$ cat src/rtl/rom_port_arbiter.sv
`timescale 1ns/1ps
// rom_port_arbiter: shares one 32-bit memory read port among
// tile, sprite, theme and 68k ROM clients (fixed priority).
module rom_port_arbiter #(
  parameter logic [23:0] TILES_BASE = 24'h000000,
  parameter logic [23:0] SPR_BASE   = 24'h040000,
  parameter logic [23:0] THEME_BASE = 24'h0C0000,
  parameter logic [23:0] M68K_BASE  = 24'h100000
) (
  input  logic        clk_sys,
  input  logic        nRESET,
  input  logic        tiles_rom_req,
  input  logic [17:0] tiles_rom_addr,
  output logic [31:0] tiles_rom_dout,
  input  logic        spr_rom_req,
  input  logic [18:0] spr_rom_addr,
  output logic [31:0] spr_rom_dout,
  input  logic        theme_rom_req,
  input  logic [17:0] theme_rom_addr,
  output logic [31:0] theme_rom_dout,
  input  logic        m68k_rom_req,
  input  logic [17:0] m68k_rom_addr,
  output logic [15:0] m68k_rom_dout,
  output logic        sdram_dtack,
  output logic        mem_req,
  output logic [23:0] mem_addr,
  input  logic        mem_valid,
  input  logic [31:0] mem_dout
);

  typedef enum logic {
    S_IDLE = 1'b0,
    S_BUSY = 1'b1
  } state_t;

  localparam int TI = 0;
  localparam int SP = 1;
  localparam int TH = 2;
  localparam int MK = 3;

  state_t      r_state;
  state_t      w_state_nxt;

  logic [3:0]  w_req;
  logic [3:0]  r_pend;
  logic [3:0]  w_pick;
  logic [3:0]  w_clr;
  logic        w_grant;
  logic        w_done;
  logic [23:0] w_addr;
  logic        w_m68k_busy;

  logic [17:0] r_tiles_addr;
  logic [18:0] r_spr_addr;
  logic [17:0] r_theme_addr;
  logic [17:0] r_m68k_addr;

  logic [3:0]  r_sel;
  logic        r_m68k_hi;

  logic        r_mem_req;
  logic [23:0] r_mem_addr;

  logic [31:0] r_tiles_dout;
  logic [31:0] r_spr_dout;
  logic [31:0] r_theme_dout;
  logic [15:0] r_m68k_dout;

  assign w_req = {m68k_rom_req, theme_rom_req,
                  spr_rom_req, tiles_rom_req};

  // Fixed priority pick: tiles, then sprites, theme, 68k.
  always_comb begin
    w_pick = 4'b0000;
    if (r_pend[TI])
      w_pick = 4'b0001;
    else if (r_pend[SP])
      w_pick = 4'b0010;
    else if (r_pend[TH])
      w_pick = 4'b0100;
    else if (r_pend[MK])
      w_pick = 4'b1000;
  end

  // Memory word address of the winning source.
  // 68k addresses are 16-bit words, two per memory word.
  always_comb begin
    w_addr = 24'h000000;
    unique case (1'b1)
      w_pick[TI]:
        w_addr = TILES_BASE + {6'b0, r_tiles_addr};
      w_pick[SP]:
        w_addr = SPR_BASE + {5'b0, r_spr_addr};
      w_pick[TH]:
        w_addr = THEME_BASE + {6'b0, r_theme_addr};
      w_pick[MK]:
        w_addr = M68K_BASE + {7'b0, r_m68k_addr[17:1]};
      default:
        w_addr = 24'h000000;
    endcase
  end

  // Next state plus grant/completion strobes.
  always_comb begin
    w_state_nxt = r_state;
    w_grant     = 1'b0;
    w_done      = 1'b0;
    unique case (r_state)
      S_IDLE: begin
        if (|r_pend) begin
          w_grant     = 1'b1;
          w_state_nxt = S_BUSY;
        end
      end
      S_BUSY: begin
        if (mem_valid) begin
          w_done      = 1'b1;
          w_state_nxt = S_IDLE;
        end
      end
    endcase
  end

  assign w_clr = w_grant ? w_pick : 4'b0000;

  // FSM state register.
  always_ff @(posedge clk_sys or negedge nRESET) begin
    if (!nRESET)
      r_state <= S_IDLE;
    else
      r_state <= w_state_nxt;
  end

  // Pending flags: a new pulse wins over the grant clear,
  // so a re-request of the winner is served again.
  always_ff @(posedge clk_sys or negedge nRESET) begin
    if (!nRESET)
      r_pend <= 4'b0000;
    else
      r_pend <= (r_pend & ~w_clr) | w_req;
  end

  // Address latches; a later pulse overwrites an unserved one.
  always_ff @(posedge clk_sys or negedge nRESET) begin
    if (!nRESET) begin
      r_tiles_addr <= '0;
      r_spr_addr   <= '0;
      r_theme_addr <= '0;
      r_m68k_addr  <= '0;
    end else begin
      if (w_req[TI])
        r_tiles_addr <= tiles_rom_addr;
      if (w_req[SP])
        r_spr_addr <= spr_rom_addr;
      if (w_req[TH])
        r_theme_addr <= theme_rom_addr;
      if (w_req[MK])
        r_m68k_addr <= m68k_rom_addr;
    end
  end

  // Remember who owns the read in flight and which
  // 16-bit half the 68k wants, since latches may move.
  always_ff @(posedge clk_sys or negedge nRESET) begin
    if (!nRESET) begin
      r_sel     <= 4'b0000;
      r_m68k_hi <= 1'b0;
    end else if (w_grant) begin
      r_sel     <= w_pick;
      r_m68k_hi <= r_m68k_addr[0];
    end
  end

  // Memory request port, held stable until mem_valid.
  always_ff @(posedge clk_sys or negedge nRESET) begin
    if (!nRESET) begin
      r_mem_req  <= 1'b0;
      r_mem_addr <= 24'h000000;
    end else if (w_grant) begin
      r_mem_req  <= 1'b1;
      r_mem_addr <= w_addr;
    end else if (w_done) begin
      r_mem_req  <= 1'b0;
    end
  end

  // Return data to the owning client and hold it there.
  always_ff @(posedge clk_sys or negedge nRESET) begin
    if (!nRESET) begin
      r_tiles_dout <= 32'h0;
      r_spr_dout   <= 32'h0;
      r_theme_dout <= 32'h0;
      r_m68k_dout  <= 16'h0;
    end else if (w_done) begin
      unique case (1'b1)
        r_sel[TI]: r_tiles_dout <= mem_dout;
        r_sel[SP]: r_spr_dout   <= mem_dout;
        r_sel[TH]: r_theme_dout <= mem_dout;
        r_sel[MK]: r_m68k_dout  <= r_m68k_hi ?
                                   mem_dout[31:16] :
                                   mem_dout[15:0];
        default: ;
      endcase
    end
  end

  assign w_m68k_busy = (r_state == S_BUSY) && r_sel[MK];

  assign sdram_dtack = ~(nRESET & (m68k_rom_req |
                                   r_pend[MK] |
                                   w_m68k_busy));

  assign mem_req        = r_mem_req;
  assign mem_addr       = r_mem_addr;
  assign tiles_rom_dout = r_tiles_dout;
  assign spr_rom_dout   = r_spr_dout;
  assign theme_rom_dout = r_theme_dout;
  assign m68k_rom_dout  = r_m68k_dout;

endmodule

$ cat config.mk
export PLATFORM = sky130hd
export DESIGN_NAME = rom_port_arbiter
export DESIGN_NICKNAME = d
export VERILOG_FILES = /design/src/rtl/rom_port_arbiter.sv
export SDC_FILE = /design/constraint.sdc
export NUM_CORES = 1
export LEC_CHECK = 0
export BUFFER_PORTS_ARGS = -buffer_cell sky130_fd_sc_hd__buf_2
export CAP_MARGIN = 20
export CORE_ASPECT_RATIO = 0.7
export CORE_UTILIZATION = 52
export CTS_CLUSTER_DIAMETER = 60
export DETAILED_ROUTE_END_ITERATION = 16
export GPL_TIMING_DRIVEN = 0
export HOLD_SLACK_MARGIN = 0.15
export PLACE_DENSITY_LB_ADDON = 0.08
export SYNTH_ARGS = -nofsm -noshare
export SYNTH_HDL_FRONTEND = slang
export SYNTH_SLANG_ARGS = --single-unit
$ cat constraint.sdc
create_clock -name clk_sys -period 2.1 [get_ports clk_sys]
set_input_delay 0.105 -clock clk_sys [delete_from_list [all_inputs] [get_ports clk_sys]]
set_output_delay 0.105 -clock clk_sys [all_outputs]
set_load 0.005 [all_outputs]
* Yosys cells after proc, flatten, opt, wreduce, memory -nomap -nowiden
Cells that the tools add are included.
** Word-level totals
- Flip-flop bits (word level) :: 220
- Bits of input ports :: 112
- Output and inout port bits :: 138
- Logic and storage cells :: 47
** Operators by class
- $add $sub $neg :: 3
- Muxes and demuxes :: 15
- Bitwise operators :: 8
- Reduce and logical (&&, ||, !) cells :: 7
** Operator list (number)
- 22-bit one-hot mux with 4 select lines :: 1
- 21-bit by 17-bit adder with 22-bit output, first input constant :: 1
- 20-bit by 18-bit adder with 21-bit output, first input constant :: 1
- 19-bit by 19-bit adder with 20-bit output, first input constant :: 1
- 4-bit two-way mux :: 5
- 16-bit two-way mux :: 1
- 2-bit AND reduction :: 4
- 1-bit two-way mux :: 7
- 4-bit bitwise AND :: 1
- 4-bit inverter :: 1
- 4-bit bitwise OR :: 1
- 4-bit OR reduction :: 1
- 1-bit inverter :: 2
- 1-bit bitwise OR :: 2
- 1-bit one-hot mux with 2 select lines :: 1
- 2-bit nonzero test :: 1
- 1-bit bitwise AND :: 1
- 1-bit logical AND :: 1

* Longest topological paths before layout
Gate-level depths: netlist (run 1).
- Depth in word-level cells :: 8
- Gate-level depth with buffers :: 5
- Gate-level depth less buffers :: 3

* Least setup slack after synthesis (run 1)
No wires, ideal clock.
- Kind :: flip-flop to flip-flop
- Start point :: reg r_pend[1]
- End point :: reg r_sel[0]
- Setup time :: 0.127 ns
- Data arrival time :: 1.394 ns
- Required time :: 1.973 ns
- Setup slack :: 0.579 ns
- Stages on the path, launching flop included :: 6
- Buffers on the path :: 2
- Period minus slack after synthesis :: 1.521 ns
- Path through :: dfrtp_1 -> buf_6 -> nor4_4 -> or2_0 -> buf_2 -> mux2_1
** Between the ends
- Cells in the longest elaborated chain, start to end :: 3
- Elaborated cells between the ends (all ways) :: 5
- Those cells by class :: mux: 4; reduce/logical: 1
** RTL lines
- start: declaration :: line 45 : logic [3:0] r_pend;
- start signal: assignment :: line 140 : r_pend <= (r_pend & ~w_clr) | w_req;
- 4-bit OR reduction :: line 110 : if (|r_pend) begin
- 1-bit two-way mux :: line 110
- 1-bit two-way mux :: line 108 : unique case (r_state)
- end signal: assignment :: line 169 : r_sel <= w_pick;
- end: declaration :: line 58 : logic [3:0] r_sel;
Several ways; a longest one is shown, not always the timed one.
A chain may end at the register's enable or synchronous reset.

* Final worst setup path (run 1)
- Start point :: reg r_state
- End point :: out sdram_dtack
** Between the ends
- Cells in the longest elaborated chain, start to end :: 4
** RTL lines
- start: declaration :: line 41 : state_t r_state;
- start signal: assignment :: line 131 : r_state <= w_state_nxt;
- 1-bit logical AND :: line 207 : assign w_m68k_busy = (r_state == S_BUSY) && r_sel[MK];
- 1-bit bitwise OR :: line 210 : r_pend[MK] |
- 1-bit bitwise AND :: line 209 : assign sdram_dtack = ~(nRESET & (m68k_rom_req |
- 1-bit inverter :: line 209
- end: declaration :: line 24 : output logic sdram_dtack,
Every way passes these cells.

==> results of run 1 <==
## metrics by stage
stage | hold WS (ns) | area, um2
3_5_place_dp | 0.007995 | 10380
5_1_grt | 0.02402 | 12410
3_3_place_gp | 0.3168 | 10310
4_1_cts | -0.002580 | 12400
2_1_floorplan | -0.1906 | 8820
6_report | -0.007784 | 12410
## worst max-delay path, delay by kind of cell, from the launching register on
kind	cells	cell delay, ns
flip-flops	1	0.32
buffers and inverters	3	0.73
AO/OA/AOI/OAI	1	0.20
AND/OR/NAND/NOR	1	0.07
## cell usage after synthesis
cell type / number / area (um2)
o21ai_0: 37 / 185.2
a211o_1: 1 / 8.760
nor2b_1: 2 / 12.51
nor2_2: 1 / 6.260
o31ai_1: 4 / 30.03
nor2_1: 2 / 7.510
conb_1: 1 / 3.750
mux2_1: 2 / 22.52
a2bb2oi_1: 18 / 157.7
nand2_1: 36 / 135.1
inv_1: 19 / 71.32
clkbuf_1: 21 / 78.83
buf_6: 2 / 22.52
a22oi_1: 1 / 7.510
nor4_4: 1 / 21.27
a21o_1: 3 / 22.52
nand3_1: 4 / 20.02
a2111oi_0: 1 / 8.760
nand2_2: 1 / 6.260
mux2_2: 152 / 1712
a211oi_1: 17 / 127.6
nand3b_1: 17 / 127.6
nand2b_1: 2 / 12.51
mux2i_1: 17 / 170.2
nor4b_4: 1 / 23.77
buf_2: 21 / 105.1
a21oi_1: 18 / 90.09
a221oi_1: 1 / 8.760
a22o_1: 18 / 157.7
buf_4: 5 / 37.54
dfrtp_1: 216 / 5405
or2_0: 1 / 6.260
## registers in the layout (all words and copies together) (netlist names), 3 cells and up
signal	cells
m68k_rom_dout	16
mem_addr	21
r_m68k_addr	18
r_pend	4
r_sel	3
r_spr_addr	19
r_theme_addr	18
r_tiles_addr	18
spr_rom_dout	32
theme_rom_dout	32
tiles_rom_dout	32
## worst max path at each step
| stage | from | to | slack [ns] |
|---|---|---|---|
| after floorplan | r_pend[1] | r_sel[0] | 0.58 |
| after global placement | nRESET | tiles_rom_dout[26] | -2.47 |
| after detailed placement | nRESET | sdram_dtack | 0.39 |
| after CTS | r_state | sdram_dtack | 0.19 |
| after global routing | r_state | sdram_dtack | 0.05 |
| final | r_state | sdram_dtack | 0.18 |
## power breakdown
part,internal (mW),leakage (nW),switching [mW],total [mW]
clock network,2.10,0.324,1.54,3.64
registers,4.92,2.62,0.401,5.32
logic,1.38,3.03,1.02,2.39
total,8.40,5.98,2.96,11.4
## layout make-up
cell class,instances,area (um2),area share (%)
Clock buffer,30,599.3,4.831
Clock inverter,5,53.80,0.4336
Multi-Input combinational cell,361,3099,24.98
Sequential cell,216,5405,43.57
Buffer,49,244.0,1.967
Tap cell,225,281.5,2.269
Antenna cell,1,2.502,0.02017
Inverter,19,71.32,0.5748
Timing Repair Buffer,373,2650,21.36
## cell families after synthesis
group | count (synthesis) | share of synthesized area, %
AO/OA/AOI/OAI | 119 | 9.130
flip-flops | 216 | 61.34
AND/OR/NAND/NOR | 68 | 4.302
buffers and inverters | 68 | 3.578
other | 1 | 0.04255
multiplexers | 171 | 21.61
## metal layers
| layer | track usage (%) | share of wire (%) | up-vias |
|---|---|---|---|
| met4 | 8.220 | 2.7 | 0 |
| met1 | 40.71 | 45 | 3481 |
| met2 | 46.40 | 46 | 317 |
| li1 | - | - | 3081 |
| met3 | 5.747 | 6.3 | 57 |
| met5 | 0 | 0 | - |
==> impl_metrics.toml, run 1 <==
[worst_setup_path]
cp-end-kind = "primary output"
cpPeakStageDelay_ns = 0.41
cp_data_required_time_ns = 2.00
cp-start-kind = "flop"
crit_arrival_ns = 1.82
r2r_cells = 5
slowest_stage = "clkbuf_1"
r2r_slack_ns = 0.34
criticalPathCategory = "flop to primary output"
crit_path_frequent_cell = "buf_2"
reg2reg_from = "r_pend[0]"
reg2reg_to = "r_pend[3]"
crit_chain = "buf_2 -> clkbuf_1 -> a211o_1 -> nand2_1 -> buf_2"
path_max_fanout = 10

[route]
finalWirelength_mm = 24.84
drc = 0
num_vias = 6936
drtAntennaViolNets = 0
wl_per_cell_um = 19.42
vias_per_cell = 5.423
firstDrtPassIters = 5
drt-initial-drc-count = 364

[sta]
timing.fmax_mhz = 520.3
rsz0062_at_grt = "no"
slew_violations = 0
min_period_ns = 1.922
hold_ws_ns = -0.007784
fin_skew_ns = 0.01150
timing.final.crit_share_pct = 91.53
setup_slack_ns = 0.1779
finalHoldViolCount = 2
setup_tns_ns = 0
worst_pin_slew_ns = 0.6888
setup_viol = 0
relSlewSlack_pct = 54.08

[run]
cap_violations = 0

[die]
dieWidth_um = 157.6
io_pins = 250
dieArea_um2 = 17480
num_rows = 39
die_y_um = 110.9
core_um2 = 16440
initial_core_util_pct = 53.59

[run_status]
status = "finished with violations"
violations = "hold timing"

[logic_synthesis]
avgSynthCellArea_um2 = 13.70
synthCells = 643
yosys_warnings = 0
ys_ff_latch = 216
netlist_area_um2 = 8812
synthDistinctLibCells = 32
ys_seq_area_share_pct = 61.34

[clocking]
clk_pin_slew_ns = 0.06
cts_made_buffers = 21
cts_setup_buffers = 0
htreeDepth = 1
cts_hold_buf = 129
root_buffer = "clkbuf_16"
cts_max_path_buffers = 3
post_cts_resized = 0
cts.sinks = 216
clock_latency_ns = 0.49
cts_tree = "yes"

[global_routing]
grt_pass1_wl_mm = 38.97
grt_overflow_total = 0
grt_max_degree = 93
grt.total_usage_pct = 29.14
grt_pass1_vias = 7409
antenna_found_initial = 1

[hold_path]
hp-class = "input port to asynchronous set/reset pin"

[pwr]
p_leak_nw = 5.978
ir_worst_vdd_mv = 0.9215
finalPower_mw = 11.35
powerDensity_nw_per_um2 = 915.0

[placed_design]
place_worst_setup_slack_ns = 0.3896
dp_hpwl_mm = 16.65
placedCellCount = 1114
io_buffers = 242
gp_congestion = 0.8351

[layout]
layout-drive-gt1-share_pct = 44.06
layout_common_cells = "262 x buf_2, 216 x dfrtp_1, 152 x mux2_2"
finalNetCount = 1153
stdcell_count = 1279
syn_to_final_growth_pct = 40.79
nFillCells = 1051
final_common_cell = "buf_2"
utilization_pct = 75.45
(Power assumes the default switching activity.)
==> run 2: changes to the inputs <==
--- a/config.mk
+++ b/config.mk
@@ -5,12 +5,12 @@
 export SDC_FILE = /design/constraint.sdc
 export NUM_CORES = 1
 export LEC_CHECK = 0
-export BUFFER_PORTS_ARGS = -buffer_cell sky130_fd_sc_hd__buf_2
 export CAP_MARGIN = 20
 export CORE_ASPECT_RATIO = 0.7
-export CORE_UTILIZATION = 52
+export CORE_UTILIZATION = 55
 export CTS_CLUSTER_DIAMETER = 60
 export DETAILED_ROUTE_END_ITERATION = 16
+export DONT_BUFFER_PORTS = 1
 export GPL_TIMING_DRIVEN = 0
 export HOLD_SLACK_MARGIN = 0.15
 export PLACE_DENSITY_LB_ADDON = 0.08
==> run 2 against run 1 <==
The flow still finishes with violations (hold timing). Sequential cell count unchanged. Worst setup slack gained 0.092 ns. Sequential share of layout area increased by 5.8 points. Hold slack got worse by 0.68 ns. First-iteration DRC count is 31% lower. Die area fell by 5.4%. Clock-buffer cell count down 3. Critical path depth down 1. Via count down 14%. Global-route usage down 1.1 points. Cell count is 22% lower. Wire length is 7.2% lower. Highest routed layer unchanged.
==> impl_metrics.toml, run 2 (synthesis results as in run 1) <==
[run_status]
status = "finished with violations"
violations = "hold timing"

[layout]
final_common_cell = "dfrtp_1"
antenna_cells = 0
layout_common_cells = "216 x dfrtp_1, 152 x mux2_2, 122 x dlygate4sd3_1"
syn_to_final_growth_pct = 24.27
finalNetCount = 902
layout-drive-gt1-share_pct = 27.11

[sta]
hold_ws_ns = -0.6887
fin_skew_ns = 0.008482
timing.fmax_mhz = 546.6
timing.final.crit_share_pct = 87.12
worst_pin_slew_ns = 0.6796
rsz0062_at_grt = "no"
setup_slack_ns = 0.2704
setup_viol = 0
relSlewSlack_pct = 54.70
setup_tns_ns = 0
slew_violations = 0
min_period_ns = 1.830
finalHoldViolCount = 216

[placed_design]
place_worst_setup_slack_ns = 0.4089
io_buffers = 0
gp_congestion = 0.8153
dp_hpwl_mm = 15.36

[clocking]
clk_pin_slew_ns = 0.07
cts.sinks = 216
cts_max_path_buffers = 3
htreeDepth = 1
cts_made_buffers = 21
cts_tree = "yes"
root_buffer = "clkbuf_16"
cts_setup_buffers = 0
cts_hold_buf = 122
clock_latency_ns = 0.49
post_cts_resized = 0

[run]
cap_violations = 0

[route]
num_vias = 5961
drtAntennaViolNets = 0
drc = 0
drt-initial-drc-count = 250
vias_per_cell = 5.937
finalWirelength_mm = 23.06
firstDrtPassIters = 5
wl_per_cell_um = 22.96

[die]
dieWidth_um = 153.3
die_y_um = 107.9
dieArea_um2 = 16540
initial_core_util_pct = 56.51
io_pins = 250
num_rows = 38
core_um2 = 15600

[worst_setup_path]
path_max_fanout = 10
criticalPathCategory = "flop to primary output"
cp-start-kind = "flop"
cp_data_required_time_ns = 2.00
cp-end-kind = "primary output"
crit_arrival_ns = 1.72

[global_routing]
grt_pass1_wl_mm = 35.38
grt_max_degree = 218
grt_pass1_vias = 6339
grt.total_usage_pct = 28.05
antenna_found_initial = 0
grt_overflow_total = 0

[pwr]
powerDensity_nw_per_um2 = 968.3
ir_worst_vdd_mv = 0.6375
p_leak_nw = 4.860

[hold_path]
hp-class = "input port to asynchronous set/reset pin"
## run 2: cell type report
cell class              instances  area, um2
plain buffers                  49      244.0
fillers                      1074       4644
clock inverters                10      81.33
inverters                      19      71.32
repair buffers                122       1221
clock buffers                  27      578.1
flip-flops and latches        216       5405
well taps                     200      250.2
multi-input cells             361       3099
## run 2: worst paths after layout
check | start | to | slack, ns | cells past startpoint
max | r_state | sdram_dtack | 0.27 | 4
min | nRESET | r_theme_addr[4] | -0.69 | 0
max reg2reg | r_pend[1] | mem_addr[12] | 0.32 | 5
min reg2reg | r_sel[0] | r_sel[0] | 0.49 | 1
max in group asynchronous | nRESET | mem_addr[2] | 2.29 | 0
min in group clk_sys | spr_rom_req | r_pend[1] | 0.21 | 2
## run 2: where the power goes
group	switching [mW]	internal [mW]
logic	0.551	0.879
clock network	1.56	2.07
registers	0.626	4.92
total	2.73	7.87
## run 2: through the flow
step / instance area (um2) / hold WS, ns / util (%) / total power, mW / instances
after CTS: 10950 / -0.7040 / 70.22 / 10.63 / 1004
after global routing: 10950 / -0.7142 / 70.22 / 11.01 / 1004
after detailed placement: 9070 / -0.1879 / 58.16 / 6.777 / 845
final: 10950 / -0.6887 / 70.22 / 10.60 / 1004
after global placement: 9070 / -0.1871 / 58.16 / 6.689 / 845
after floorplan: 8820 / -0.1906 / - / 6.359 / 645
## run 2: worst max-delay path: stages, from the launching register on
cell      delay [ns]
dfrtp_1         0.31
buf_2           0.16
clkbuf_1        0.45
a211o_1         0.20
nand2_1         0.11
## run 2: layer usage
metal	global-route usage, %	routed length, um
met3	9.420	2197
met2	42.63	10340
met4	8.586	504
met5	0	0
met1	38.39	10020
